`config.mk`:
```
export PLATFORM = sky130hd
export DESIGN_NAME = vram_arbiter
export DESIGN_NICKNAME = d
export VERILOG_FILES = /design/src/rtl/vram_arbiter.sv
export SDC_FILE = /design/constraint.sdc
export NUM_CORES = 1
export LEC_CHECK = 0
export ABC_AREA = 1
export BUFFER_PORTS_ARGS = -buffer_cell sky130_fd_sc_hd__buf_4
export CAP_MARGIN = 20
export CORE_MARGIN = 2
export CORE_UTILIZATION = 45
export CTS_CLUSTER_DIAMETER = 100
export CTS_CLUSTER_SIZE = 12
export DETAILED_ROUTE_END_ITERATION = 8
export HOLD_SLACK_MARGIN = 0.08
export PLACE_DENSITY = 0.79
export SLEW_MARGIN = 20
export SYNTH_ARGS = -nofsm -noshare
export SYNTH_HDL_FRONTEND = slang
export SYNTH_SLANG_ARGS = --single-unit
```
`constraint.sdc`:
```
create_clock -name CLK_50 -period 5.2 [get_ports CLK_50]
set_clock_uncertainty 0.1 [all_clocks]
set_input_delay 1.56 -clock CLK_50 [delete_from_list [all_inputs] [get_ports CLK_50]]
set_output_delay 1.56 -clock CLK_50 [all_outputs]
set_load 0.01 [all_outputs]
```
`src/rtl/vram_arbiter.sv`:
```
// Frame-RAM arbiter: prefetches display words ahead of the beam and serves CPU accesses in idle slots.
// Optional statistics counters are compiled in with `define VRAM_ARB_STATS_EN.
module vram_arbiter #(
   parameter int unsigned RAM_WIDTH               = 16,
   parameter int unsigned ADDR_W                  = 10,
   parameter int unsigned BITS_PER_MEMORY_PIXEL_X = 2,
   parameter int unsigned BITS_PER_MEMORY_PIXEL_Y = 2
) (
   input  logic                 CLK_50,
   input  logic                 reset,
   input  logic [9:0]           pixel_x,
   input  logic [9:0]           pixel_y,
   output logic [RAM_WIDTH-1:0] pixel_out,
   output logic                 underrun,
   input  logic                 cpu_req,
   input  logic                 cpu_we,
   input  logic [ADDR_W-1:0]    cpu_addr,
   input  logic [RAM_WIDTH-1:0] cpu_wdata,
   output logic                 cpu_ready,
   output logic                 cpu_rvalid,
   output logic [RAM_WIDTH-1:0] cpu_rdata,
   output logic [ADDR_W-1:0]    ram_addr,
   output logic                 ram_we,
   output logic [RAM_WIDTH-1:0] ram_wdata,
   input  logic [RAM_WIDTH-1:0] ram_rdata
`ifdef VRAM_ARB_STATS_EN
   ,
   output logic [15:0]          underrun_cnt,
   output logic [15:0]          cpu_stall_cnt
`endif
);

   localparam int unsigned PPW     = RAM_WIDTH << BITS_PER_MEMORY_PIXEL_X;
   localparam int unsigned PPW_LOG = $clog2(PPW);
   localparam int unsigned WPR     = 512 / PPW;
   localparam int unsigned ROWS    = 384 >> BITS_PER_MEMORY_PIXEL_Y;
   localparam int unsigned X_MAX   = 512;
   localparam int unsigned Y_MAX   = 384;

   typedef enum logic [2:0] {
      S_IDLE, S_VGA_RD, S_VGA_CAP, S_CPU_RD, S_CPU_CAP, S_CPU_WR
   } state_t;

   state_t                r_state, w_state_nx;
   logic                  r_pf_valid, r_out_valid;
   logic [ADDR_W-1:0]     r_pf_tag, r_out_tag;
   logic [RAM_WIDTH-1:0]  r_pf_data;

   logic [10:0]           w_x_next, w_y_next, w_row_cur, w_row_tgt, w_col_tgt;
   logic [ADDR_W-1:0]     w_cur_addr, w_tgt_addr;
   logic                  w_in_bounds, w_vga_pend;
   logic                  w_wr_hit_pf, w_wr_hit_out, w_disp_chk, w_disp_hit, w_miss;
   logic [RAM_WIDTH-1:0]  w_pf_data_eff;
   logic [ADDR_W-1:0]     w_ram_addr_d;
   logic [RAM_WIDTH-1:0]  w_ram_wdata_d;
   logic                  w_ram_we_d, w_cpu_ready_d;

   function automatic logic [ADDR_W-1:0] f_addr(input logic [10:0] row, input logic [10:0] col);
      return ADDR_W'(32'(row) * WPR + 32'(col));
   endfunction

   // Beam-to-word mapping; at end of line the target is word 0 of the row the next line reads
   always_comb begin
      w_x_next    = 11'(pixel_x) + 11'(PPW);
      w_y_next    = 11'(pixel_y) + 11'd1;
      w_row_cur   = 11'(pixel_y >> BITS_PER_MEMORY_PIXEL_Y);
      w_in_bounds = (pixel_x < 10'(X_MAX)) && (pixel_y < 10'(Y_MAX));
      w_cur_addr  = f_addr(w_row_cur, 11'(pixel_x >> PPW_LOG));
      if (w_x_next < 11'(X_MAX)) begin
         w_row_tgt = w_row_cur;
         w_col_tgt = w_x_next >> PPW_LOG;
      end else begin
         w_row_tgt = w_y_next >> BITS_PER_MEMORY_PIXEL_Y;
         w_col_tgt = '0;
      end
      w_tgt_addr  = (w_row_tgt >= 11'(ROWS)) ? '0 : f_addr(w_row_tgt, w_col_tgt);
      w_vga_pend  = !r_pf_valid || (w_tgt_addr != r_pf_tag);
   end

   always_ff @(posedge CLK_50) begin
      if (reset) r_state <= S_IDLE;
      else       r_state <= w_state_nx;
   end

   always_comb begin
      w_state_nx = r_state;
      unique case (r_state)
         S_IDLE: begin
            if (w_vga_pend)   w_state_nx = S_VGA_RD;
            else if (cpu_req) w_state_nx = cpu_we ? S_CPU_WR : S_CPU_RD;
         end
         S_VGA_RD:  w_state_nx = S_VGA_CAP;
         S_VGA_CAP: w_state_nx = S_IDLE;
         S_CPU_RD:  w_state_nx = S_CPU_CAP;
         S_CPU_CAP: w_state_nx = S_IDLE;
         S_CPU_WR:  w_state_nx = S_IDLE;
         default:   w_state_nx = S_IDLE;
      endcase
   end

   // RAM port and handshake values loaded on entry so they are valid throughout the state
   always_comb begin
      w_ram_addr_d  = ram_addr;
      w_ram_we_d    = 1'b0;
      w_ram_wdata_d = ram_wdata;
      w_cpu_ready_d = 1'b0;
      unique case (w_state_nx)
         S_VGA_RD: w_ram_addr_d = w_tgt_addr;
         S_CPU_RD: begin
            w_ram_addr_d  = cpu_addr;
            w_cpu_ready_d = 1'b1;
         end
         S_CPU_WR: begin
            w_ram_addr_d  = cpu_addr;
            w_ram_we_d    = 1'b1;
            w_ram_wdata_d = cpu_wdata;
            w_cpu_ready_d = 1'b1;
         end
         default: ;
      endcase
   end

   always_comb begin
      w_wr_hit_pf   = (r_state == S_CPU_WR) && r_pf_valid && (ram_addr == r_pf_tag);
      w_wr_hit_out  = (r_state == S_CPU_WR) && r_out_valid && (ram_addr == r_out_tag);
      w_pf_data_eff = w_wr_hit_pf ? ram_wdata : r_pf_data;
      w_disp_chk    = w_in_bounds && (!r_out_valid || (w_cur_addr != r_out_tag));
      w_disp_hit    = w_disp_chk && r_pf_valid && (r_pf_tag == w_cur_addr);
      w_miss        = w_disp_chk && !w_disp_hit;
   end

   always_ff @(posedge CLK_50) begin
      if (reset) begin
         ram_addr    <= '0;
         ram_we      <= 1'b0;
         ram_wdata   <= '0;
         cpu_ready   <= 1'b0;
         cpu_rvalid  <= 1'b0;
         cpu_rdata   <= '0;
         pixel_out   <= '0;
         underrun    <= 1'b0;
         r_pf_valid  <= 1'b0;
         r_pf_tag    <= '0;
         r_pf_data   <= '0;
         r_out_valid <= 1'b0;
         r_out_tag   <= '0;
      end else begin
         ram_addr   <= w_ram_addr_d;
         ram_we     <= w_ram_we_d;
         ram_wdata  <= w_ram_wdata_d;
         cpu_ready  <= w_cpu_ready_d;
         cpu_rvalid <= (r_state == S_CPU_CAP);
         if (r_state == S_CPU_CAP) cpu_rdata <= ram_rdata;
         if (r_state == S_VGA_CAP) begin
            r_pf_data  <= ram_rdata;
            r_pf_tag   <= ram_addr;
            r_pf_valid <= 1'b1;
         end else if (w_wr_hit_pf) begin
            r_pf_data  <= ram_wdata;
         end
         // A display load takes precedence; a write to the shown word patches it in place
         if (w_disp_hit) begin
            pixel_out   <= w_pf_data_eff;
            r_out_tag   <= w_cur_addr;
            r_out_valid <= 1'b1;
         end else if (w_wr_hit_out) begin
            pixel_out   <= ram_wdata;
         end
         underrun <= underrun | w_miss;
      end
   end

`ifdef VRAM_ARB_STATS_EN
   logic w_cpu_grant;
   assign w_cpu_grant = (r_state == S_IDLE) && ((w_state_nx == S_CPU_RD) || (w_state_nx == S_CPU_WR));

   always_ff @(posedge CLK_50) begin
      if (reset) begin
         underrun_cnt  <= '0;
         cpu_stall_cnt <= '0;
      end else begin
         if (w_miss && (underrun_cnt != 16'hFFFF)) underrun_cnt <= underrun_cnt + 16'd1;
         if (cpu_req && !w_cpu_grant && !cpu_ready && (cpu_stall_cnt != 16'hFFFF))
            cpu_stall_cnt <= cpu_stall_cnt + 16'd1;
      end
   end
`endif

endmodule

```
Yosys cells after proc, flatten, opt, wreduce, memory -nomap -nowiden:

Cells that the tools add are included.

* add/sub/neg operators: 4
* multiply operators: 0
* divide/modulo/power cells: 0
* $lt $le $gt $ge: 4
* equal/unequal tests: 13
* shift-type cells: 0
* multiplexer cells: 14
* bitwise gates (word level): 1
* reduce and logical (&&, ||, !) cells: 18

Operators by type and width (number)
* $mux 16: 4
* $eq 10x10->1: 3
* $ne 10x10->1: 2
* $pmux 10 s2: 1
* $add 10x1->11 const B: 1
* $add 10x7->11 const B: 1
* $lt 11x10->1 const B: 1
* $add 10x4->10: 1
* $add 10x5->10: 1
* $lt 10x10->1 const B: 1
* $lt 10x9->1 const B: 1
* $mux 10: 1
* $eq 3x2->1 const B: 3
* $eq 3x3->1 const B: 3
* $ge 9x7->1 const B: 1
* $logic_and 1x1->1: 9
* $mux 3: 3
* $mux 9: 1
* $pmux 3 s3: 1
* $eq 3x1->1 const B: 2
* $mux 5: 1
* $reduce_bool 2->1: 2
* $logic_not 1->1: 3
* $logic_not 3->1: 1
* 4 further kinds: 6

* register bits after elaboration: 103
* bits in latches: 0
* RAM bits: 0
* memory bits (read-only): 0
* input bits: 66
* output and inout port bits: 62
* logic and storage cells: 68
* memories: 0

Longest topological paths before layout:

Gate-level depths: netlist of run 1.

* depth in word-level cells: 12
* mapped depth: 27
* mapped depth without buffers: 26

Worst setup path after synthesis of run 1:

Ideal clock, no wire load.

* path type: input to register
* start point: in pixel_x[6]
* end point: reg ram_addr[3]
* setup time: 0.121 ns
* arrival: 3.919 ns
* data required time: 4.979 ns
* slack: 1.060 ns
* stages on the path: 22
* buffers on the path: 2
* cells stage by stage: ha_1 nand2_1 nand2_1 nand2_1 nand2_2 buf_6 nand2_1 nor2_1 nor2_1 inv_1 fa_1 inv_1 nand2_1 nand2_1 nand3_1 nor2_2 nand3_2 nor2_4 nand2_4 buf_6 a31oi_1 a21oi_1

* cells in the longest elaborated chain, start to end: 12
* elaborated cells between the ends (all ways): 17
* those cells by class: add/sub: 2; order compare: 2; eq/ne: 4; mux: 6; reduce/logical: 3

RTL lines
* start, declared: line 11 `input logic [9:0] pixel_x,`
* $add 10x7->11 *: line 64 `w_x_next = 11'(pixel_x) + 11'(PPW);`
* $lt 11x10->1: line 69 `if (w_x_next < 11'(X_MAX)) begin`
* $mux 5 / $mux 9 (equally long branches): line 69
* $add 10x5->10 / $ge 9x7->1 (equally long branches): line 59, 76
* $mux 10 *: line 76 `w_tgt_addr = (w_row_tgt >= 11'(ROWS)) ? '0 : f_addr(w_row_tgt, w_col_tgt);`
* $ne 10x10->1: line 77 `w_vga_pend = !r_pf_valid || (w_tgt_addr != r_pf_tag);`
* $logic_or 1x1->1: line 77
* $mux 3: line 89 `if (w_vga_pend) w_state_nx = S_VGA_RD;`
* $pmux 3 s3: line 87 `unique case (r_state)`
* $eq 3x3->1 / $eq 3x2->1 (equally long branches): line 107 `unique case (w_state_nx)`
* $reduce_or 2->1 (no line)
* $pmux 10 s2 / $reduce_bool 2->1 (equally long branches)
* end signal, assigned: line 148 `ram_addr <= w_ram_addr_d;`
* end, declared: line 22 `output logic [ADDR_W-1:0] ram_addr,`

Mark *: on every way between the ends. The rest lies on a longest branch, timed or not.
A chain may end at the register's enable or synchronous reset.

Final worst setup path of run 1:

* start point: in pixel_x[6]
* end point: reg ram_addr[5]

The elaborated chain is that of the path after synthesis.

==> impl_metrics.csv, run 1 <==
group,metric,value,unit
pwr,p_int,1.357,mW
timing,hold_viol,0,
timing,fmax,0.2317,GHz
critical_path,reg2reg_from,"r_pf_tag[3]$_SDFFE_PP0P_",
critical_path,r2r_cells,8,
clock_tree,tritoncts,"built",
pwr,p_per_area,285.4,nW/um2
route,wl_per_cell,14.88,um
yosys,syn_area_per_cell,6.899,um2
cells_and_area,final.fill_count,1179,
floorplanning,initial_core_util,46.24,%
clock_tree,cts_buffers,9,
yosys,syn_area,5554,um2
critical_path,crit_type,"primary input to register",
timing,min_period_over_period,82.98,%
clock_tree,cts_sinks,103,
critical_path,r2r_end,"pixel_out[14]$_SDFFE_PP0P_",
pwr,seq_power_share,45.0,%
cells_and_area,layout-drive-gt1-share,20.44,%
clock_tree,hold_buffers,0,
timing,fin_setup_tns,0,ns
critical_path,critPathCaptureType,"register",
yosys,syn_inst,805,
pwr,comb_power_share,18.9,%
pwr,ir_worst_vdd,0.2127,mV
floorplanning,io_pins,128,
cells_and_area,nNetsFinal,977,
cells_and_area,mostFrequentLayoutCells,"nand2_1 (131), buf_4 (129), inv_1 (106), dfxtp_1 (103), o21ai_0 (93)",
global_routing,grt_start_max_net_pins,47,
critical_path,worstPathRequired,5.38,ns
critical_path,crit_fanout,45,
clock_tree,cts.clk_slew.worst_paths,0.07,ns
global_routing,grt_remaining_overflow,0,
global_routing,grt_pass1_vias,5043,
flow_run,drv_cap,0,
cells_and_area,diodes,0,
global_routing,antenna_found_initial,0,
placed_design,gp_congestion,0.9596,
placed_design,portBuffers,121,
hold_path,hold_class,"register to register",
route,first_iter_violations,506,
clock_tree,postCtsResizedCells,0,
critical_path,arrival,4.49,ns
critical_path,critPathLaunchType,"primary input",
run_status,run_status,"finished, final reports clean",
cells_and_area,layout_commonest_cell,"nand2_1",
critical_path,r2r_slack,2.34,ns
placed_design,place_hpwl,11330,um
timing,slew_headroom,47.17,%
critical_path,startpoint,"pixel_x[6]",
route,drt_drc_violations_left,0,
clock_tree,htreeDepth,3,
timing,hold_ws,0.3814,ns
clock_tree,clock_latency,0.35,ns
route,drt_pass1_iterations,7,
floorplanning,row_count,40,
pwr,leakagePower,3.173,nW
timing,worst_slew_pin_slew,0.7876,ns
floorplanning,die-area,13250,um2
clock_tree,post-cts-setup-buffer-count,0,
clock_tree,cts_root_buffer,"clkbuf_16",
floorplanning,die_y,115.1,um
cells_and_area,syn_to_final_growth,22.44,%
pwr,switching_power,0.5838,mW
timing,period_minus_slack,4.315,ns
route,drt-vias-per-instance,5.354,
timing,rsz0062_at_grt,"no",
pwr,clkPwrFrac,36.2,%
yosys,synth_cell_type_count,43,
yosys,ys_seq_area_share,37.13,%
yosys,yosys_warnings,0,
timing,slew_violations,0,
route,route.antenna.remaining_nets,0,
floorplanning,fp.dieW,115.1,um
yosys,synth.ff_latch_count,103,
pwr,p_sw_share,30.08,%
timing,finalSetupViolCount,0,
clock_tree,clockBufferDepth,2,
route,drt-total-wl,15730,um
floorplanning,coreArea,12010,um2
route,vias,5659,
global_routing,grt_usage,23.80,%
critical_path,crit_path_end,"ram_addr[5]$_SDFFE_PP0P_",
global_routing,grt_pass1_wl,25050,um
[state kept, by name (all words and copies together) (netlist names), 3 cells and up]
name,flops
r_pf_tag,10
r_pf_data,16
r_state,3
r_out_tag,10
cpu_rdata,16
pixel_out,16
ram_addr,10
ram_wdata,16
[worst max-delay path: stages]
cell     delay (ns)
buf_4          0.14
ha_1           0.21
nand2_1        0.08
nand2_1        0.05
nand2_1        0.09
nand2_2        0.07
nand2_1        0.08
nor2_1         0.04
nor2_1         0.13
inv_1          0.08
fa_1           0.49
inv_1          0.10
nand2_1        0.08
nand2_1        0.10
nand3_1        0.10
nor2_2         0.12
nand3_2        0.08
nor2_4         0.13
nand2_4        0.30
nand2_4        0.25
nand2_1        0.08
a21oi_1        0.15
[cells in the mapped netlist (all sizes together)]
| library cell | instances | area share (%) |
|---|---|---|
| or2 | 2 | 0.23 |
| fa | 1 | 0.36 |
| inv | 113 | 7.6 |
| buf | 14 | 2.3 |
| a221oi | 1 | 0.16 |
| nor3b | 1 | 0.23 |
| nor3 | 1 | 0.090 |
| o221ai | 1 | 0.16 |
| nor4 | 6 | 0.79 |
| a21oi | 59 | 5.5 |
| dfxtp | 103 | 37 |
| xnor2 | 3 | 0.47 |
| a211oi | 6 | 0.81 |
| clkbuf | 27 | 1.8 |
| o22ai | 6 | 0.68 |
| conb | 2 | 0.14 |
| a31oi | 26 | 2.9 |
| nand2 | 146 | 11 |
| a2111oi | 3 | 0.47 |
| ha | 5 | 1.1 |
| nor2 | 88 | 6.3 |
| o21ai | 112 | 10 |
| o2111ai | 3 | 0.47 |
| o211ai | 1 | 0.14 |
| nand3 | 47 | 4.7 |
| nand4 | 11 | 1.4 |
| xor2 | 17 | 2.7 |
[cell families after synthesis]
logic type | after synthesis | share of synthesized area (%)
fa+ha+maj | 6 | 1.487
other cells | 2 | 0.1352
flops | 103 | 37.13
buf+inv | 154 | 11.78
simple gates | 302 | 24.89
xor+xnor | 20 | 3.154
compound gates | 218 | 21.42
[per-layer routing]
layer | vias to the layer above | global-route usage, % | wire, um
li1 | 2852 | - | -
met1 | 2570 | 31.75 | 6917
met2 | 208 | 38.67 | 7271
met3 | 29 | 4.850 | 1140
met4 | 0 | 7.791 | 401
met5 | - | 0 | 0
[cell type report]
class	instances	area, um2	share of cell area, %
multi-input cells	549	2855	41.99
inverters	113	424.2	6.237
well taps	147	183.9	2.705
clock buffers	10	229.0	3.367
clock inverters	6	77.57	1.141
repair buffers	129	968.4	14.24
flip-flops and latches	103	2062	30.32
[worst min path at each step]
stage                                     from                         end  slack (ns)  depth (start not counted)
finish                     underrun$_SDFF_PP0_         underrun$_SDFF_PP0_        0.38                          2
global route        pixel_out[10]$_SDFFE_PP0P_  pixel_out[10]$_SDFFE_PP0P_        0.41                          2
CTS                   r_out_valid$_SDFFE_PP0P_    r_out_valid$_SDFFE_PP0P_        0.38                          2
detailed placement         underrun$_SDFF_PP0_         underrun$_SDFF_PP0_        0.37                          2
global placement    cpu_rdata[13]$_SDFFE_PP0P_  cpu_rdata[13]$_SDFFE_PP0P_        0.36                          2
floorplan             r_out_valid$_SDFFE_PP0P_    r_out_valid$_SDFFE_PP0P_        0.35                          2
[power groups by stage]
stage	registers (mW)	logic, mW	clock network, mW
after detailed placement	0.889	0.359	0
after CTS	0.870	0.361	0.710
after global routing	0.875	0.412	0.743
after global placement	0.887	0.354	0
final	0.872	0.366	0.702
after floorplan	0.881	0.232	0
[per-stage QoR]
stage / cells / util [%] / worst slack, ns / power, mW / area (um2)
floorplan: 806 / - / 1.060 / 1.113 / 5558
global placement: 1041 / 54.02 / 0.5448 / 1.242 / 6489
detailed placement: 1041 / 54.02 / 0.4688 / 1.248 / 6489
CTS: 1057 / 56.57 / 0.8509 / 1.942 / 6795
global route: 1057 / 56.61 / 0.5136 / 2.029 / 6800
finish: 1057 / 56.61 / 0.8849 / 1.941 / 6800
(Power assumes the default switching activity.)
==> run 2: changes to the inputs <==
PLACE_DENSITY = 0.81   (was 0.79)
clock period = 3.6 ns   (was 5.2 ns; I/O delays follow)
==> impl_metrics.csv, run 2 (synthesized netlist as in run 1, its figures left out) <==
group,metric,value,unit
clock_tree,tritoncts,"built",
placed_design,place_hpwl,11750,um
floorplanning,fp.dieW,115.1,um
global_routing,grt_pass1_wl,26050,um
critical_path,crit_type,"primary input to register",
cells_and_area,layout_commonest_cell,"buf_4",
pwr,p_per_area,380.3,nW/um2
pwr,p_sw_share,30.66,%
timing,worst_slew_pin_slew,0.7369,ns
global_routing,grt_remaining_overflow,0,
critical_path,cp_slowest_stage_delay,0.48,ns
route,drt_pass1_iterations,5,
run_status,run_status,"finished, final reports clean",
route,vias,5937,
clock_tree,cts_root_buffer,"clkbuf_16",
critical_path,path_cells,"buf_6 -> ha_4 -> nand2_4 -> nand2_2 -> nand2_2 -> nand2_4 -> nand2_4 -> nor2_1 -> nor2_2 -> inv_1 -> fa_1 -> inv_2 -> nand2_2 -> nand2_2 -> nand2_2 -> nor2_2 -> nand2_1 -> nor2_2 -> nand4_1 -> buf_6 -> a31oi_1 -> a21oi_1",
clock_tree,htreeDepth,3,
pwr,p_int,1.934,mW
route,wl_per_cell,15.03,um
timing,period_minus_slack,3.542,ns
floorplanning,row_count,40,
critical_path,crit_fanout,8,
critical_path,cpMostUsedCell,"nand2_2",
clock_tree,clockBufferDepth,2,
cells_and_area,layout.cells.non_filler,1101,
pwr,seq_power_share,45.2,%
timing,slew_violations,0,
clock_tree,clock_latency,0.35,ns
critical_path,worstPathRequired,3.72,ns
route,drt_drc_violations_left,0,
route,drt-total-wl,16550,um
floorplanning,initial_core_util,46.24,%
clock_tree,hold_buffers,0,
timing,hold_viol,0,
floorplanning,coreArea,12010,um2
pwr,leakagePower,3.440,nW
critical_path,critPathSlowestCell,"fa_1",
critical_path,critPathCaptureType,"register",
global_routing,antenna_found_initial,0,
pwr,clkPwrFrac,32.2,%
cells_and_area,mostFrequentLayoutCells,"buf_4 (164), nand2_1 (123), inv_1 (105), dfxtp_1 (103), o21ai_0 (91)",
pwr,ir_worst_vdd,0.2063,mV
cells_and_area,fin_util,61.07,%
critical_path,arrival,3.66,ns
floorplanning,die-area,13250,um2
pwr,total_power,2.789,mW
clock_tree,cts_sinks,103,
global_routing,grt_pass1_vias,5411,
timing,fmax,0.2823,GHz
global_routing,grt_usage,24.61,%
route,drt-vias-per-instance,5.392,
placed_design,gp_congestion,0.9164,
cells_and_area,nNetsFinal,1023,
cells_and_area,layout-drive-gt1-share,26.42,%
timing,setup_ws,0.05823,ns
global_routing,grt_start_max_net_pins,63,
cells_and_area,syn_to_final_growth,32.08,%
pwr,comb_power_share,22.5,%
pwr,switching_power,0.8554,mW
clock_tree,cts.clk_slew.worst_paths,0.07,ns
placed_design,dpl_worst_slack,-0.2672,ns
placed_design,portBuffers,121,
floorplanning,io_pins,128,
route,first_iter_violations,575,
flow_run,drv_cap,0,
cells_and_area,diodes,0,
route,route.antenna.remaining_nets,0,
timing,finalSetupViolCount,0,
floorplanning,die_y,115.1,um
critical_path,critPathLaunchType,"primary input",
placed_design,placed_cells,1084,
hold_path,hold_class,"register to register",
timing,slew_headroom,50.82,%
timing,min_period_over_period,98.38,%
clock_tree,cts_buffers,9,
## run 2: path summary, 6_finish.rpt
path | startpoint | end | slack, ns | cells after the start
min | pixel_out[10]$_SDFFE_PP0P_ | pixel_out[10]$_SDFFE_PP0P_ | 0.38 | 2
min reg2reg | pixel_out[10]$_SDFFE_PP0P_ | pixel_out[10]$_SDFFE_PP0P_ | 0.38 | 2
max reg2reg | ram_addr[3]$_SDFFE_PP0P_ | pixel_out[3]$_SDFFE_PP0P_ | 1.12 | 8
max | pixel_x[6] | ram_addr[8]$_SDFFE_PP0P_ | 0.06 | 22
## run 2: stage by stage
step | hold slack (ns) | TNS [ns] | cell area [um2]
2_1_floorplan | 0.3472 | 0 | 5578
3_3_place_gp | 0.3634 | -4.435 | 6882
3_5_place_dp | 0.3678 | -6.059 | 6882
4_1_cts | 0.3828 | 0 | 7142
5_1_grt | 0.4034 | -0.2867 | 7336
6_report | 0.3789 | 0 | 7336
## run 2: layout make-up
type | count | area (um2)
fill | 1058 | 4676
multi-input combinational | 550 | 3027
sequential | 103 | 2062
timing repair buffer | 174 | 1379
inverter | 113 | 424.2
clock buffer | 9 | 225.2
tap | 147 | 183.9
clock inverter | 5 | 35.03
## run 2: worst max-delay path: cells and delay by family
| kind | cells | cell delay (ns) |
|---|---|---|
| compound gates | 2 | 0.35 |
| fa+ha+maj | 2 | 0.64 |
| simple gates | 14 | 1.10 |
| buf+inv | 4 | 0.46 |
## run 2: timing repair
| action | in CTS | in global routing |
|---|---|---|
| gates resized for setup | 0 | 34 |
| buffers inserted | 0 | 2 |
| endpoints found under the setup margin | 0 | 30 |
## run 2: per-layer routing
layer	global-route usage, %	part of all wire (%)	vias up
met5	0	0	-
met4	8.112	2.9	0
met3	5.008	7.6	38
met2	40.43	47	240
met1	32.47	42	2725
li1	-	-	2934
## run 2: power by group through the flow
| stage | sequential [mW] | clock, mW | combinational (mW) |
|---|---|---|---|
| CTS | 1.26 | 0.908 | 0.573 |
| floorplan | 1.27 | 0 | 0.336 |
| global placement | 1.28 | 0 | 0.556 |
| global route | 1.27 | 0.955 | 0.695 |
| finish | 1.26 | 0.899 | 0.629 |
| detailed placement | 1.28 | 0 | 0.566 |
